===== src/rtl/tri_dispatcher_pkg.sv =====
// Shared state encodings and the round-robin channel search for tri_dispatcher.
package tri_disp_pkg;
   localparam logic [1:0] IDLE     = 2'd0;
   localparam logic [1:0] FETCH    = 2'd1;
   localparam logic [1:0] DISPATCH = 2'd2;

   localparam logic [1:0] CH_FREE    = 2'd0;
   localparam logic [1:0] CH_BUSY    = 2'd1;
   localparam logic [1:0] CH_RELEASE = 2'd2;

   localparam int MAX_CH = 8;

   // Returns {found, index} of the first set bit of free at or after ptr, wrapping at n.
   function automatic logic [3:0] rr_pick(input logic [MAX_CH-1:0] free,
                                          input logic [2:0] ptr, input int n);
      logic [3:0] pick;
      logic [2:0] i3;
      pick = '0;
      for (int k = MAX_CH - 1; k >= 0; k--) begin
         if (k < n) begin
            i3 = 3'((int'(ptr) + k) % n);
            if (free[i3]) pick = {1'b1, i3};
         end
      end
      return pick;
   endfunction
endpackage


===== src/rtl/tri_dispatcher_ch_handshake.sv =====
// One rasteriser channel: 4-phase req/ack FSM plus the triangle data it holds.
module ch_handshake
   import tri_disp_pkg::*;
#(
   parameter int DATA_W = 24
) (
   input  logic                clk,
   input  logic                rst,
   input  logic                start,
   input  logic                ack,
   input  logic [4*DATA_W-1:0] load_data,
   output logic                req,
   output logic                free,
   output logic [4*DATA_W-1:0] data
);
   logic [1:0] state;

   always_ff @(posedge clk or posedge rst) begin
      if (rst) begin
         state <= CH_FREE;
         data  <= '0;
      end else begin
         case (state)
            CH_FREE:    if (start) begin
                           state <= CH_BUSY;
                           data  <= load_data;
                        end
            CH_BUSY:    if (ack) state <= CH_RELEASE;
            CH_RELEASE: if (!ack) state <= CH_FREE;
            default:    state <= CH_FREE;
         endcase
      end
   end

   assign req = (state == CH_BUSY);
   // A stale ack left high keeps the channel out of the free pool.
   assign free = (state == CH_FREE) && !ack;
endmodule


===== src/rtl/tri_dispatcher.sv =====
// Walks the triangle ROMs and hands each triangle to a free rasteriser channel.
module tri_dispatcher
   import tri_disp_pkg::*;
#(
   parameter int ADDR_W  = 4,
   parameter int NUM_TRI = 16,
   parameter int NUM_CH  = 2,
   parameter int DATA_W  = 24
) (
   input  logic                     clk,
   input  logic                     rst,
   input  logic                     key_n,
   input  logic                     mode_auto,
   output logic [ADDR_W-1:0]        address,
   input  logic [DATA_W-1:0]        point_a,
   input  logic [DATA_W-1:0]        point_b,
   input  logic [DATA_W-1:0]        point_c,
   input  logic [DATA_W-1:0]        color,
   output logic [NUM_CH-1:0]        ch_req,
   input  logic [NUM_CH-1:0]        ch_ack,
   output logic [NUM_CH*DATA_W-1:0] ch_a,
   output logic [NUM_CH*DATA_W-1:0] ch_b,
   output logic [NUM_CH*DATA_W-1:0] ch_c,
   output logic [NUM_CH*DATA_W-1:0] ch_color,
   output logic                     busy,
   output logic                     frame_done
);
   logic                             key_s1, key_s2, key_d, trig;
   logic [1:0]                       state;
   logic                             mode_r;
   logic [2:0]                       rr_ptr;
   logic [NUM_CH-1:0]                chan_free, start;
   logic [MAX_CH-1:0]                free_pad;
   logic [3:0]                       pick;
   logic                             dispatch, last;
   logic [4*DATA_W-1:0]              rom_word;
   logic [NUM_CH-1:0][4*DATA_W-1:0]  chan_data;

   always_ff @(posedge clk or posedge rst) begin
      if (rst) begin
         key_s1 <= 1'b1;
         key_s2 <= 1'b1;
         key_d  <= 1'b1;
      end else begin
         key_s1 <= key_n;
         key_s2 <= key_s1;
         key_d  <= key_s2;
      end
   end

   assign trig = key_d & ~key_s2;

   always_comb begin
      free_pad = '0;
      free_pad[NUM_CH-1:0] = chan_free;
   end

   assign pick     = rr_pick(free_pad, rr_ptr, NUM_CH);
   assign dispatch = (state == DISPATCH) && pick[3];
   assign last     = (address == ADDR_W'(NUM_TRI - 1));
   assign rom_word = {point_a, point_b, point_c, color};

   always_ff @(posedge clk or posedge rst) begin
      if (rst) begin
         state      <= IDLE;
         mode_r     <= 1'b0;
         rr_ptr     <= '0;
         address    <= '0;
         frame_done <= 1'b0;
      end else begin
         frame_done <= 1'b0;
         case (state)
            IDLE:     if (trig) begin
                         mode_r <= mode_auto;
                         state  <= FETCH;
                      end
            FETCH:    state <= DISPATCH;
            DISPATCH: if (pick[3]) begin
                         rr_ptr     <= 3'((int'(pick[2:0]) + 1) % NUM_CH);
                         address    <= last ? '0 : address + ADDR_W'(1);
                         frame_done <= last;
                         state      <= (mode_r && !last) ? FETCH : IDLE;
                      end
            default:  state <= IDLE;
         endcase
      end
   end

   assign busy = (state != IDLE) || !(&chan_free);

   for (genvar i = 0; i < NUM_CH; i++) begin : g_ch
      assign start[i] = dispatch && (pick[2:0] == 3'(i));

      ch_handshake #(.DATA_W(DATA_W)) u_ch (
         .clk       (clk),
         .rst       (rst),
         .start     (start[i]),
         .ack       (ch_ack[i]),
         .load_data (rom_word),
         .req       (ch_req[i]),
         .free      (chan_free[i]),
         .data      (chan_data[i])
      );

      assign ch_a    [i*DATA_W +: DATA_W] = chan_data[i][4*DATA_W-1 -: DATA_W];
      assign ch_b    [i*DATA_W +: DATA_W] = chan_data[i][3*DATA_W-1 -: DATA_W];
      assign ch_c    [i*DATA_W +: DATA_W] = chan_data[i][2*DATA_W-1 -: DATA_W];
      assign ch_color[i*DATA_W +: DATA_W] = chan_data[i][DATA_W-1:0];
   end
endmodule

===== config.mk =====
export PLATFORM = sky130hd
export DESIGN_NAME = tri_dispatcher
export DESIGN_NICKNAME = d
export VERILOG_FILES = /design/src/rtl/tri_dispatcher_pkg.sv /design/src/rtl/tri_dispatcher_ch_handshake.sv /design/src/rtl/tri_dispatcher.sv
export SDC_FILE = /design/constraint.sdc
export NUM_CORES = 1
export LEC_CHECK = 0
export BUFFER_PORTS_ARGS = -buffer_cell sky130_fd_sc_hd__buf_2
export CAP_MARGIN = 40
export CELL_PAD_IN_SITES_DETAIL_PLACEMENT = 2
export CELL_PAD_IN_SITES_GLOBAL_PLACEMENT = 2
export CORE_UTILIZATION = 33
export CTS_CLUSTER_SIZE = 16
export DETAILED_ROUTE_END_ITERATION = 7
export PLACE_DENSITY_LB_ADDON = 0.1
export REMOVE_ABC_BUFFERS = 1
export SLEW_MARGIN = 20
export SYNTH_ARGS = -nofsm -noshare
export SYNTH_HDL_FRONTEND = slang
export SYNTH_HIERARCHICAL = 1
export SYNTH_SLANG_ARGS = --single-unit

===== constraint.sdc =====
create_clock -name clk -period 3.7 [get_ports clk]
set_clock_uncertainty 0.05 [all_clocks]
set_input_delay 0 -clock clk [delete_from_list [all_inputs] [get_ports clk]]
set_output_delay 0 -clock clk [all_outputs]
set_load 0.01 [all_outputs]

# Yosys cells after proc, flatten, opt, wreduce, memory -nomap -nowiden
# Index checks and enable logic that the tools add are counted.
# word_totals
wordCells	81
latch_bits	0
mem_bits_ro	0
memories	0
ff_bits	208
mem_bits_rw	0
output_inout_bits	200
# op_classes
n_reduce_logical	24
addsub	3
muxes	21
n_mul	0
eq_ne	16
n_div	0
bitwise_logic	3
magnitude_cmp	2
shift	0
# ops
op	n
$pmux 2 s3	3
$mux 2	8
$mux 4	3
$ne 2x2->1 const B	6
$reduce_and 2->1	6
$eq 2x1->1 const B	3
$eq 2x2->1 const B	3
$logic_and 1x1->1	6
$logic_not 2->1	3
$mux 1	6
$reduce_and 3->1	2
$add 4x1->4 const B	1
$eq 4x4->1 const B	1
$logic_not 1->1	4
$lt 1x4->1 const B	1
$lt 3x4->1 const B	1
$ne 2x1->1 const B	2
$eq 3x1->1 const B	1
$logic_not 3->1	1
$add 1x1->1 const B	2
$bmux 1 s2	1
$reduce_bool 2->1	1
$and 1x1->1	1
$and 1x1->1 const A	1
2 further kinds	2

# Depth between registers and ports, before layout
# Gate-level depths: netlist of run 1.
# logic_depth
ltp_word	10
depth_mapped	8
ltp_nobuf	6

# By module
# Netlist of run 1, hierarchy kept.
# by_module_without_submodules
mod	instances	cells_per_inst	area_per_inst_um2
ch_handshake	2	213	3669.8
tri_dispatcher	1	46	531.8

# Least setup slack after synthesis of run 1
# Ideal clock, no wire load.
# synth_path
path_kind	register to register
from	reg g_ch[1].u_ch.state[0]
to	reg g_ch[0].u_ch.data[27]
setup_time_ns	0.127
stages_incl_launch_ff	9
synth_period_minus_slack_ns	2.420
required_ns	3.523
path_slack_ns	1.280
t_arrival_ns	2.243
n_path_buf	2
cell_sequence	dfrtp_1 > nor3_1 > o21ai_2 > or2_4 > a21oi_1 > nor3b_2 > buf_4 > buf_6 > mux2_1
# synth_via
elab_chain_cells	9
# synth_lines
item	line	text
from (decl)	tri_dispatcher_ch_handshake.sv:16	logic [1:0] state;
from (signal assigned)	tri_dispatcher_ch_handshake.sv:20	state <= CH_FREE;
from (signal assigned)	tri_dispatcher_ch_handshake.sv:25	state <= CH_BUSY;
from (signal assigned)	tri_dispatcher_ch_handshake.sv:28	CH_BUSY: if (ack) state <= CH_RELEASE;
$logic_not 2->1 *	tri_dispatcher_ch_handshake.sv:37	assign free = (state == CH_FREE) && !ack;
$logic_and 1x1->1 *	tri_dispatcher_ch_handshake.sv:37	
named net chan_free[1]	tri_dispatcher.sv:32	logic [NUM_CH-1:0] chan_free, start;
$bmux 1 s2	tri_dispatcher_pkg.sv:22	if (free[i3]) pick = {1'b1, i3};
$mux 1 (implied by the code)	tri_dispatcher_pkg.sv:22	
$mux 4	tri_dispatcher_pkg.sv:22	
$mux 4 *	tri_dispatcher_pkg.sv:22	
$logic_not 3->1 / $logic_and 1x1->1 (equally long branches)	tri_dispatcher.sv:92, tri_dispatcher.sv:59	
$logic_and 1x1->1 *	tri_dispatcher.sv:92	assign start[i] = dispatch && (pick[2:0] == 3'(i));
named net start[0]	tri_dispatcher.sv:32	
$reduce_and 2->1 (no source line) *	n/a	
to (signal assigned)	tri_dispatcher_ch_handshake.sv:26	data <= load_data;
to (decl)	tri_dispatcher_ch_handshake.sv:14	output logic [4*DATA_W-1:0] data
# The timed path passes the listed nets; every way through them passes the cells marked *. The select of a mux whose other input is x is not followed.
# A chain may end at the register's enable or synchronous reset.

# Worst setup path in the final report of run 1
# layout_path
from	reg g_ch[1].u_ch.state[0]
to	reg g_ch[0].u_ch.data[95]
# Same word-level chain as after synthesis.

==> results of run 1 <==
-- per-stage QoR --
stage / std cells / hold WS [ps] / setup slack [ps] / utilization (%)
2_1_floorplan: 451 / -187 / -2110 / -
3_3_place_gp: 1079 / 29.2 / 899 / 41.5
3_5_place_dp: 1080 / -46.2 / 812 / 41.6
4_1_cts: 1224 / 53.0 / 784 / 49.4
5_1_grt: 1224 / 93.4 / 506 / 49.4
6_report: 1224 / 57.9 / 807 / 49.4
-- cell families (layout without fill, tap and decap cells) --
group,Yosys count,count (layout),share of synthesized area (%)
AOI/OAI and AO/OA,11,11,0.922
buffers and inverters,25,458,2.26
adders and majority gates,1,1,0.159
DFF,208,208,66.2
muxes,195,195,27.9
xor gates and xnor gates,1,1,0.111
and+or+nand+nor,31,31,2.50
-- worst paths after layout --
check                                                  startpoint                                end  cells after the start
worst max-delay path            g_ch[1].u_ch/state[0]$_DFFE_PP0P_  g_ch[0].u_ch/data[95]$_DFFE_PP0P_                      7
worst max register to register  g_ch[1].u_ch/state[0]$_DFFE_PP0P_  g_ch[0].u_ch/data[95]$_DFFE_PP0P_                      7
worst min-delay path                                          rst              rr_ptr[0]$_DFFE_PP0P_                      3
min in group clk                                            key_n                   key_s1$_DFF_PP1_                      2
worst min register to register                   key_s1$_DFF_PP1_                   key_s2$_DFF_PP1_                      0
max in group asynchronous                                     rst  g_ch[0].u_ch/data[57]$_DFFE_PP0P_                      5
-- synthesized netlist by cell type, drive strengths merged --
cell type | n | area [um2]
dfrtp | 205 | 5130
mux2 | 194 | 2180
buf | 21 | 163
a21oi | 6 | 30.0
nand2b | 5 | 31.3
nor2b | 5 | 31.3
inv | 4 | 15.0
nor2 | 4 | 15.0
dfstp | 3 | 78.8
nand2 | 3 | 11.3
nor3 | 3 | 15.0
nor3b | 3 | 32.5
nand3 | 2 | 10.0
nor4b | 2 | 17.5
o21a | 2 | 15.0
a21o | 1 | 8.76
and3 | 1 | 7.51
ha | 1 | 12.5
mux2i | 1 | 10.0
nand3b | 1 | 7.51
nand4b | 1 | 8.76
o21ai | 1 | 8.76
o32a | 1 | 10.0
or2 | 1 | 8.76
xor2 | 1 | 8.76
-- critical path: cells and delay by family, from the launching register on --
family / cells / cell delay, ps
flip-flops: 1 / 440
AO/OA/AOI/OAI: 2 / 370
AND/OR/NAND/NOR: 3 / 1010
buffers and inverters: 1 / 400
multiplexers: 1 / 400
-- metal layers --
metal / vias up / routed length [um] / track usage [%]
met2: 189 / 13100 / 38.1
met3: 50 / 1680 / 5.59
li1: 2500 / - / -
met5: - / 0 / 0
met4: 0 / 895 / 8.03
met1: 2919 / 9110 / 22.4
-- power groups by stage --
stage | Sequential (W) | Combinational [W] | Clock, W
final | 0.00408 | 0.00391 | 0.00235
after global routing | 0.00423 | 0.00424 | 0.00249
after CTS | 0.00408 | 0.00398 | 0.00243
after detailed placement | 0.00409 | 0.00387 | 0
after global placement | 0.00399 | 0.00370 | 0
after floorplan | 0.00452 | 0.00159 | 0
-- registers in the layout, indices dropped and copies added, names as in the netlist --
signal	flops
address	4
frame_done	1
g_ch.u_ch/data	192
g_ch.u_ch/state	4
key_d	1
key_s1	1
key_s2	1
mode_r	1
rr_ptr	1
state	2
-- what timing repair did --
item | in CTS | in global routing
setup buffers | 0 | 0
hold buffers | 102 | 0
endpoints found under the hold margin | 352 | 0
-- area by class of cell --
class | instances | area [um2]
repair buffers | 412 | 2640
clock inverters | 4 | 56.3
fillers | 2273 | 11800
flip-flops and latches | 208 | 5210
well taps | 319 | 399
multi-input cells | 239 | 2500
clock buffers | 38 | 733
inverters | 4 | 20.0
==> out/metrics.csv, run 1 <==
metric,value,unit
total global routing overflow,0,
CTS tree,yes,
critical path capture point type,register,
post-layout minimum cycle time,2890,ps
register-to-register setup slack,810,ps
"flops & latches, synth",208,
Initial DRC Count,110,
maximum clock rate,346,MHz
final weighted congestion in routability-driven placement,0.755,
H-Tree Level Count,1,
final slew viol count,0,
global-route usage over all layers,20.7,%
TritonCTS Buffers,24,
register area share after synthesis,66.2,%
Final setup viols,0,
library cells used by synthesis,29,
net switching share of the total power,34.3,%
DRC errors left,0,
pin count of the biggest net entering global routing,81,
clock root buffer master,sky130_fd_sc_hd__clkbuf_16,
Worst IR Drop VDD,0.386,mV
path type of the worst setup path,register to register,
setup TNS,0,ps
average vias per placed instance,4.62,
final design area excluding fillers,0.0116,mm2
cell area power density,894,mW/mm2
Total Die Area,0.0245,mm2
total chip power,0.0103,W
reported leakage power,5.52,nW
Wirelength per Cell,20.3,um
cell count after synthesis,472,
quantity of I/O buffers inserted on ports,301,
Crit path arrival time,3230,ps
run status,"finished, final reports clean",
vias in the first global route,6820,
"top library cells by usage in the layout, fill and taps aside","sky130_fd_sc_hd__buf_2, sky130_fd_sc_hd__dfrtp_1, sky130_fd_sc_hd__mux2_2",
I/O pin cnt,302,
number of warning messages in the yosys log,6,
half-perimeter wire length after detailed placement,16200,um
number of antenna cells inserted,0,
max-cap violation count,0,
initial standard-cell utilization of the core,33.6,%
detailed-routing iteration count for the pre-antenna-repair pass,4,
crit share post-route,78.2,%
die extent in x,156,um
Startpoint Class,register,
core outline area,0.0234,mm2
clock share of power,22.7,%
CTS-repair resized insts,0,
Critical Path Fanout Max,80,
ratio of cells with drive above 1 in the final layout,52.0,%
classification of the worst-slack hold path,input pin to async pin,
number of antenna violations at the first check in global routing,0,
largest incremental delay on the critical path,440,ps
setup repair after global routing missed its margin,no,
number of antenna-violating nets in the routed design,0,
average instance area after synthesis,16.7,um2
final WL,24800,um
combinational power share,37.8,%
number of buffers on the longest clock path,3,
total placed instance area,0.00974,mm2
number of nets in the finished design,992,
row count,56,
CP max stage cell,sky130_fd_sc_hd__dfrtp_1,
"commonest non-fill, non-tap cell in the layout",sky130_fd_sc_hd__buf_2,
Flop pwr share,39.5,%
worst skew pair latency,500,ps
synthesized area,0.00787,mm2
Relative slew margins,56.1,%
Slew @ Worst Pin,659,ps
area added between synthesis and finish,46.8,%
DIE HEIGHT,156,um
internal power contribution,0.00679,W
required time of the critical path,4040,ps
Psw,0.00355,W
total via count after detailed routing,5658,
clock transition at the registers of the reported paths,60,ps
hold violation count in the final report,0,
cells along the critical path,nor3_1 -> o21ai_2 -> or2_4 -> a21oi_1 -> nor3b_4 -> buf_12 -> mux2_2,
number of sinks on the clock net,208,
global-route wire length before repair,38700,um
No activity file was read; power rests on OpenSTA's default activity.
==> run 2, diff against run 1 <==
CORE_UTILIZATION = 29   (was 33)
clock period = 2.5 ns   (was 3.7 ns; I/O delays follow)
==> run 2 against run 1 <==
Against the previous run:
- non-clock buffer count is 23 higher
- worst setup slack lost 630 ps
- utilization decreased by 3.9 points
- flip-flop and latch count stayed put
- combinational power increased by 56%
- critical path type unchanged
- critical endpoint is now g_ch[0].u_ch/data[65]$_DFFE_PP0P_
==> out/metrics.csv, run 2 (synthesis results as in run 1) <==
metric,value,unit
TritonCTS Buffers,25,
"top library cells by usage in the layout, fill and taps aside","sky130_fd_sc_hd__buf_2, sky130_fd_sc_hd__dfrtp_1, sky130_fd_sc_hd__mux2_2",
Top reg by flops,g_ch.u_ch/data,
hold slack final,118,ps
die extent in x,167,um
Total Die Area,0.0278,mm2
setup TNS,0,ps
half-perimeter wire length after detailed placement,17000,um
row count,59,
Register Area,0.00521,mm2
initial standard-cell utilization of the core,29.9,%
path type of the worst setup path,register to register,
registers with the most flip-flops,"g_ch.u_ch/data x192, address x4, g_ch.u_ch/state x4",
post-layout minimum cycle time,2320,ps
number of buffers on the longest clock path,3,
number of antenna cells inserted,0,
worst skew pair latency,520,ps
DRC errors left,0,
routed metal-1 wire length,9510,um
crit share post-route,92.8,%
number of antenna violations at the first check in global routing,0,
wire length on met3,1940,um
critical path capture point type,register,
quantity of I/O buffers inserted on ports,301,
number of sinks on the clock net,208,
Initial DRC Count,176,
number of antenna-violating nets in the routed design,0,
detailed-routing iteration count for the pre-antenna-repair pass,4,
Startpoint Class,register,
area added between synthesis and finish,52.1,%
Slew @ Worst Pin,452,ps
Wirelength per Cell,19.7,um
multi-input gate area in the final layout,0.00251,mm2
vias in the first global route,6711,
Final setup viols,0,
final slew viol count,0,
clock root buffer master,sky130_fd_sc_hd__clkbuf_16,
average vias per placed instance,4.49,
Routed met2 length,12900,um
number of filler instances in the final layout,2607,
reported leakage power,5.73,nW
run status,"finished, final reports clean",
I/O pin cnt,302,
global-route usage over all layers,17.8,%
global-route wire length before repair,38500,um
core outline area,0.0264,mm2
Worst IR Drop VDD,0.548,mV
H-Tree Level Count,1,
final weighted congestion in routability-driven placement,0.778,
hold violation count in the final report,0,
setup repair after global routing missed its margin,no,
max reg flops,192,
clock transition at the registers of the reported paths,60,ps
maximum clock rate,431,MHz
Relative slew margins,69.8,%
classification of the worst-slack hold path,input pin to register,
highest metal used,met4,
Crit path arrival time,2660,ps
"commonest non-fill, non-tap cell in the layout",sky130_fd_sc_hd__buf_2,
Critical Path Fanout Max,20,
pin count of the biggest net entering global routing,58,
max-cap violation count,0,
cell area power density,1330,mW/mm2
DIE HEIGHT,167,um
ratio of cells with drive above 1 in the final layout,53.9,%
CTS tree,yes,
final WL,24900,um
required time of the critical path,2840,ps
total global routing overflow,0,
number of nets in the finished design,1016,
total via count after detailed routing,5682,
==> run 2: cell types whose count changed in the layout (fill, tap and decap cells not counted), moves of 2 or more <==
cell	change
sky130_fd_sc_hd__buf_4	+14
sky130_fd_sc_hd__buf_12	+4
sky130_fd_sc_hd__clkbuf_16	+3
sky130_fd_sc_hd__buf_6	+2
sky130_fd_sc_hd__bufinv_16	+2
sky130_fd_sc_hd__clkbuf_1	-2
sky130_fd_sc_hd__clkbuf_8	+2
sky130_fd_sc_hd__nor3_1	-2
sky130_fd_sc_hd__nor3_2	+2
==> run 2: path summary, 6_finish.rpt <==
check | startpoint | to | slack (ps) | cells after the start
setup / recovery | g_ch[1].u_ch/state[0]$_DFFE_PP0P_ | g_ch[0].u_ch/data[65]$_DFFE_PP0P_ | 180 | 8
min in group asynchronous | rst | g_ch[0].u_ch/data[25]$_DFFE_PP0P_ | 570 | 4
hold / removal | key_n | key_s1$_DFF_PP1_ | 120 | 2
setup reg to reg | g_ch[1].u_ch/state[0]$_DFFE_PP0P_ | g_ch[0].u_ch/data[65]$_DFFE_PP0P_ | 180 | 8
hold reg to reg | key_s1$_DFF_PP1_ | key_s2$_DFF_PP1_ | 310 | 0
max in group asynchronous | rst | g_ch[0].u_ch/data[53]$_DFFE_PP0P_ | 1000 | 6
==> run 2: layout make-up <==
type                            count  share of cell area (%)
Inverter                            4                   0.167
Sequential cell                   208                    43.5
Tap cell                          335                    3.50
Multi-Input combinational cell    239                    21.0
Timing Repair Buffer              435                    24.4
Clock inverter                      6                   0.930
Clock buffer                       39                    6.50
==> run 2: critical path, cell delays in order (launching register included) <==
cell and delay, ps:
sky130_fd_sc_hd__dfrtp_1 400, sky130_fd_sc_hd__nor3_2 270, sky130_fd_sc_hd__o21ai_2 110, sky130_fd_sc_hd__or2_4 240, sky130_fd_sc_hd__a21oi_2 130, sky130_fd_sc_hd__nor3b_4 260
sky130_fd_sc_hd__buf_12 200, sky130_fd_sc_hd__buf_16 180, sky130_fd_sc_hd__mux2_1 350
==> run 2: metal layers <==
| metal | track usage [%] | vias to the layer above |
|---|---|---|
| met5 | 0 | - |
| met4 | 4.43 | 0 |
| met3 | 6.13 | 34 |
| met2 | 32.8 | 184 |
| met1 | 19.4 | 2916 |
| li1 | - | 2548 |
==> run 2: repair_timing <==
item                                   in CTS  in global routing
cloned                                      0                  2
buffers inserted                            0                  7
endpoints found under the hold margin     360                 11
hold buffers                              101                  1
setup endpoints to repair                 115                125
gates resized for setup                     1                  5
==> run 2: power breakdown <==
part	switching, W	internal [W]	total [W]
sequential	0.000917	0.00507	0.00598
combinational	0.00298	0.00313	0.00611
clock	0.00139	0.00243	0.00382
total	0.00528	0.0106	0.0159
==> run 2: through the flow <==
stage	total power, W	cell area (um2)	worst slack, ps	utilization (%)	std cells
finish	0.0159	12000	179	45.4	1266
global route	0.0169	12000	40.1	45.4	1266
CTS	0.0161	11800	10.1	44.9	1255
detailed placement	0.0120	9920	-50.6	37.6	1109
global placement	0.0117	9920	53.5	37.6	1109
floorplan	0.00905	7710	-3310	-	451
==> run 3, diff against run 2 <==
CTS_CLUSTER_SIZE = not set   (was 16)
REMOVE_ABC_BUFFERS = not set   (was 1)
TNS_END_PERCENT = 50   (was not set)
==> run 3 against run 2 <==
Against the previous run:
- combinational power barely moved
- clock-buffer cell count decreased by 3
- maximum frequency down 1.6%
- hold slack got worse by 65 ps
- wire length grew 2.3%
- clock power decreased by 13%
- critical path depth decreased by 2
- non-clock buffer count shrank 7
- flip-flop and latch count did not move
==> out/metrics.csv, run 3 (synthesis results as in run 1) <==
metric,value,unit
quantity of I/O buffers inserted on ports,301,
total via count after detailed routing,5691,
total global routing overflow,0,
number of antenna-violating nets in the routed design,0,
number of cells on the worst reg-to-reg path,6,
global-route wire length before repair,40000,um
average vias per placed instance,4.53,
Synth Net Count,575,
reported leakage power,5.62,nW
initial standard-cell utilization of the core,29.9,%
Slew @ Worst Pin,667,ps
number of sinks on the clock net,208,
CP max stage cell,sky130_fd_sc_hd__dfrtp_1,
beginning of the critical path,g_ch[1].u_ch/state[1]$_DFFE_PP0P_,
row count,59,
classification of the worst-slack hold path,input pin to async pin,
cells along the critical path,nor3_4 -> nor2b_1 -> and3_2 -> nor3b_4 -> buf_12 -> mux2_2,
Wirelength per Cell,20.3,um
area added between synthesis and finish,49.7,%
maximum clock rate,424,MHz
global-route usage over all layers,18.5,%
critical path capture point type,register,
CTS tree,yes,
max reg flops,192,
post-layout minimum cycle time,2360,ps
Worst path top cell family by delay,simple AND/OR/NAND/NOR gates,
registers with the most flip-flops,"g_ch.u_ch/data x192, address x4, g_ch.u_ch/state x4",
clock root buffer master,sky130_fd_sc_hd__clkbuf_16,
multi-input gate area in the final layout,0.00252,mm2
number of antenna violations at the first check in global routing,0,
final WL,25500,um
max-cap violation count,0,
I/O pin cnt,302,
register-to-register setup slack,140,ps
Critical Path Fanout Max,48,
half-perimeter wire length after detailed placement,16800,um
required time of the critical path,2840,ps
Startpoint Class,register,
hold violation count in the final report,0,
worst skew pair latency,510,ps
DIE HEIGHT,167,um
post-layout instance count excluding filler cells,1256,
number of buffers on the longest clock path,3,
reg-to-reg critical path endpoint,g_ch[1].u_ch/data[21]$_DFFE_PP0P_,
Register Area,0.00521,mm2
number of antenna cells inserted,0,
hold slack final,53.1,ps
cell area power density,1310,mW/mm2
run status,"finished, final reports clean",
vias in the first global route,6796,
DP Cell Count,1108,
final slew viol count,0,
Relative slew margins,55.5,%
setup repair after global routing missed its margin,no,
detailed-routing iteration count for the pre-antenna-repair pass,4,
number of filler instances in the final layout,2603,
Top reg by flops,g_ch.u_ch/data,
clock transition at the registers of the reported paths,60,ps
die extent in x,167,um
total placed instance area,0.00991,mm2
"top library cells by usage in the layout, fill and taps aside","sky130_fd_sc_hd__buf_2, sky130_fd_sc_hd__dfrtp_1, sky130_fd_sc_hd__mux2_2",
Crit path arrival time,2700,ps
ratio of cells with drive above 1 in the final layout,53.2,%
path type of the worst setup path,register to register,
largest incremental delay on the critical path,420,ps
DRC errors left,0,
crit share post-route,94.4,%
TritonCTS Buffers,24,
final weighted congestion in routability-driven placement,0.716,
"commonest non-fill, non-tap cell in the layout",sky130_fd_sc_hd__buf_2,
number of nets in the finished design,1008,
core outline area,0.0264,mm2
final design area excluding fillers,0.0118,mm2
WP buf/inv,1,
FF-to-FF Start,g_ch[1].u_ch/state[1]$_DFFE_PP0P_,
Total Die Area,0.0278,mm2
pin count of the biggest net entering global routing,49,
Worst IR Drop VDD,0.528,mV
Final setup viols,0,
Initial DRC Count,155,
H-Tree Level Count,1,
## run 3: timing repair
item                       in CTS  in global routing
setup buffers                   2                  0
setup endpoints to repair     139                141
resized for setup               2                  7
cloned                          1                  1
pin swaps                       0                  2
hold endpoints to repair      351                  0
hold buffers                  102                  0
## run 3: worst register-to-register path: cells and delay by family, from the launching register on
kind,cells,cell delay [ps]
DFF,1,420
buffers and inverters,1,330
muxes,1,430
and+or+nand+nor,4,1010
## run 3: metal layers
metal / vias up / wire length [um] / track usage [%]
li1: 2521 / - / -
met1: 2906 / 9900 / 20.9
met2: 217 / 13100 / 33.4
met3: 47 / 1730 / 4.94
met4: 0 / 720 / 6.48
met5: - / 0 / 0
## run 3: layout make-up
cell class	instances	area share, %
tap	335	3.56
timing repair buffer	428	24.3
clock inverter	6	0.255
sequential	208	44.2
inverter	4	0.181
clock buffer	36	6.08
multi-input combinational	239	21.4
## run 3: power breakdown
part / switching, W / internal, W / leakage [nW]
clock: 0.00136 / 0.00197 / 0.375
sequential: 0.000932 / 0.00507 / 2.50
combinational: 0.00302 / 0.00308 / 2.74
total: 0.00532 / 0.0101 / 5.62
## run 3: how the worst max path moves through the flow
stage | to | slack, ps | depth (start not counted)
after floorplan | g_ch[1].u_ch/data[0]$_DFFE_PP0P_ | -110 | 1
after global placement | g_ch[0].u_ch/data[15]$_DFFE_PP0P_ | 80 | 7
after detailed placement | g_ch[0].u_ch/data[20]$_DFFE_PP0P_ | -60 | 7
after CTS | g_ch[0].u_ch/data[46]$_DFFE_PP0P_ | 30 | 8
after global routing | g_ch[1].u_ch/data[21]$_DFFE_PP0P_ | 10 | 6
final | g_ch[1].u_ch/data[21]$_DFFE_PP0P_ | 140 | 6
## run 3: through the flow
stage               power, W  setup slack [ps]  setup TNS (ps)  util (%)
CTS                   0.0156              30.2               0      44.5
floorplan            0.00909              -112          -10980         -
finish                0.0154               141               0      44.7
global placement      0.0116              77.2               0      37.5
detailed placement    0.0119             -63.9           -2270      37.6
global route          0.0164              14.8               0      44.7
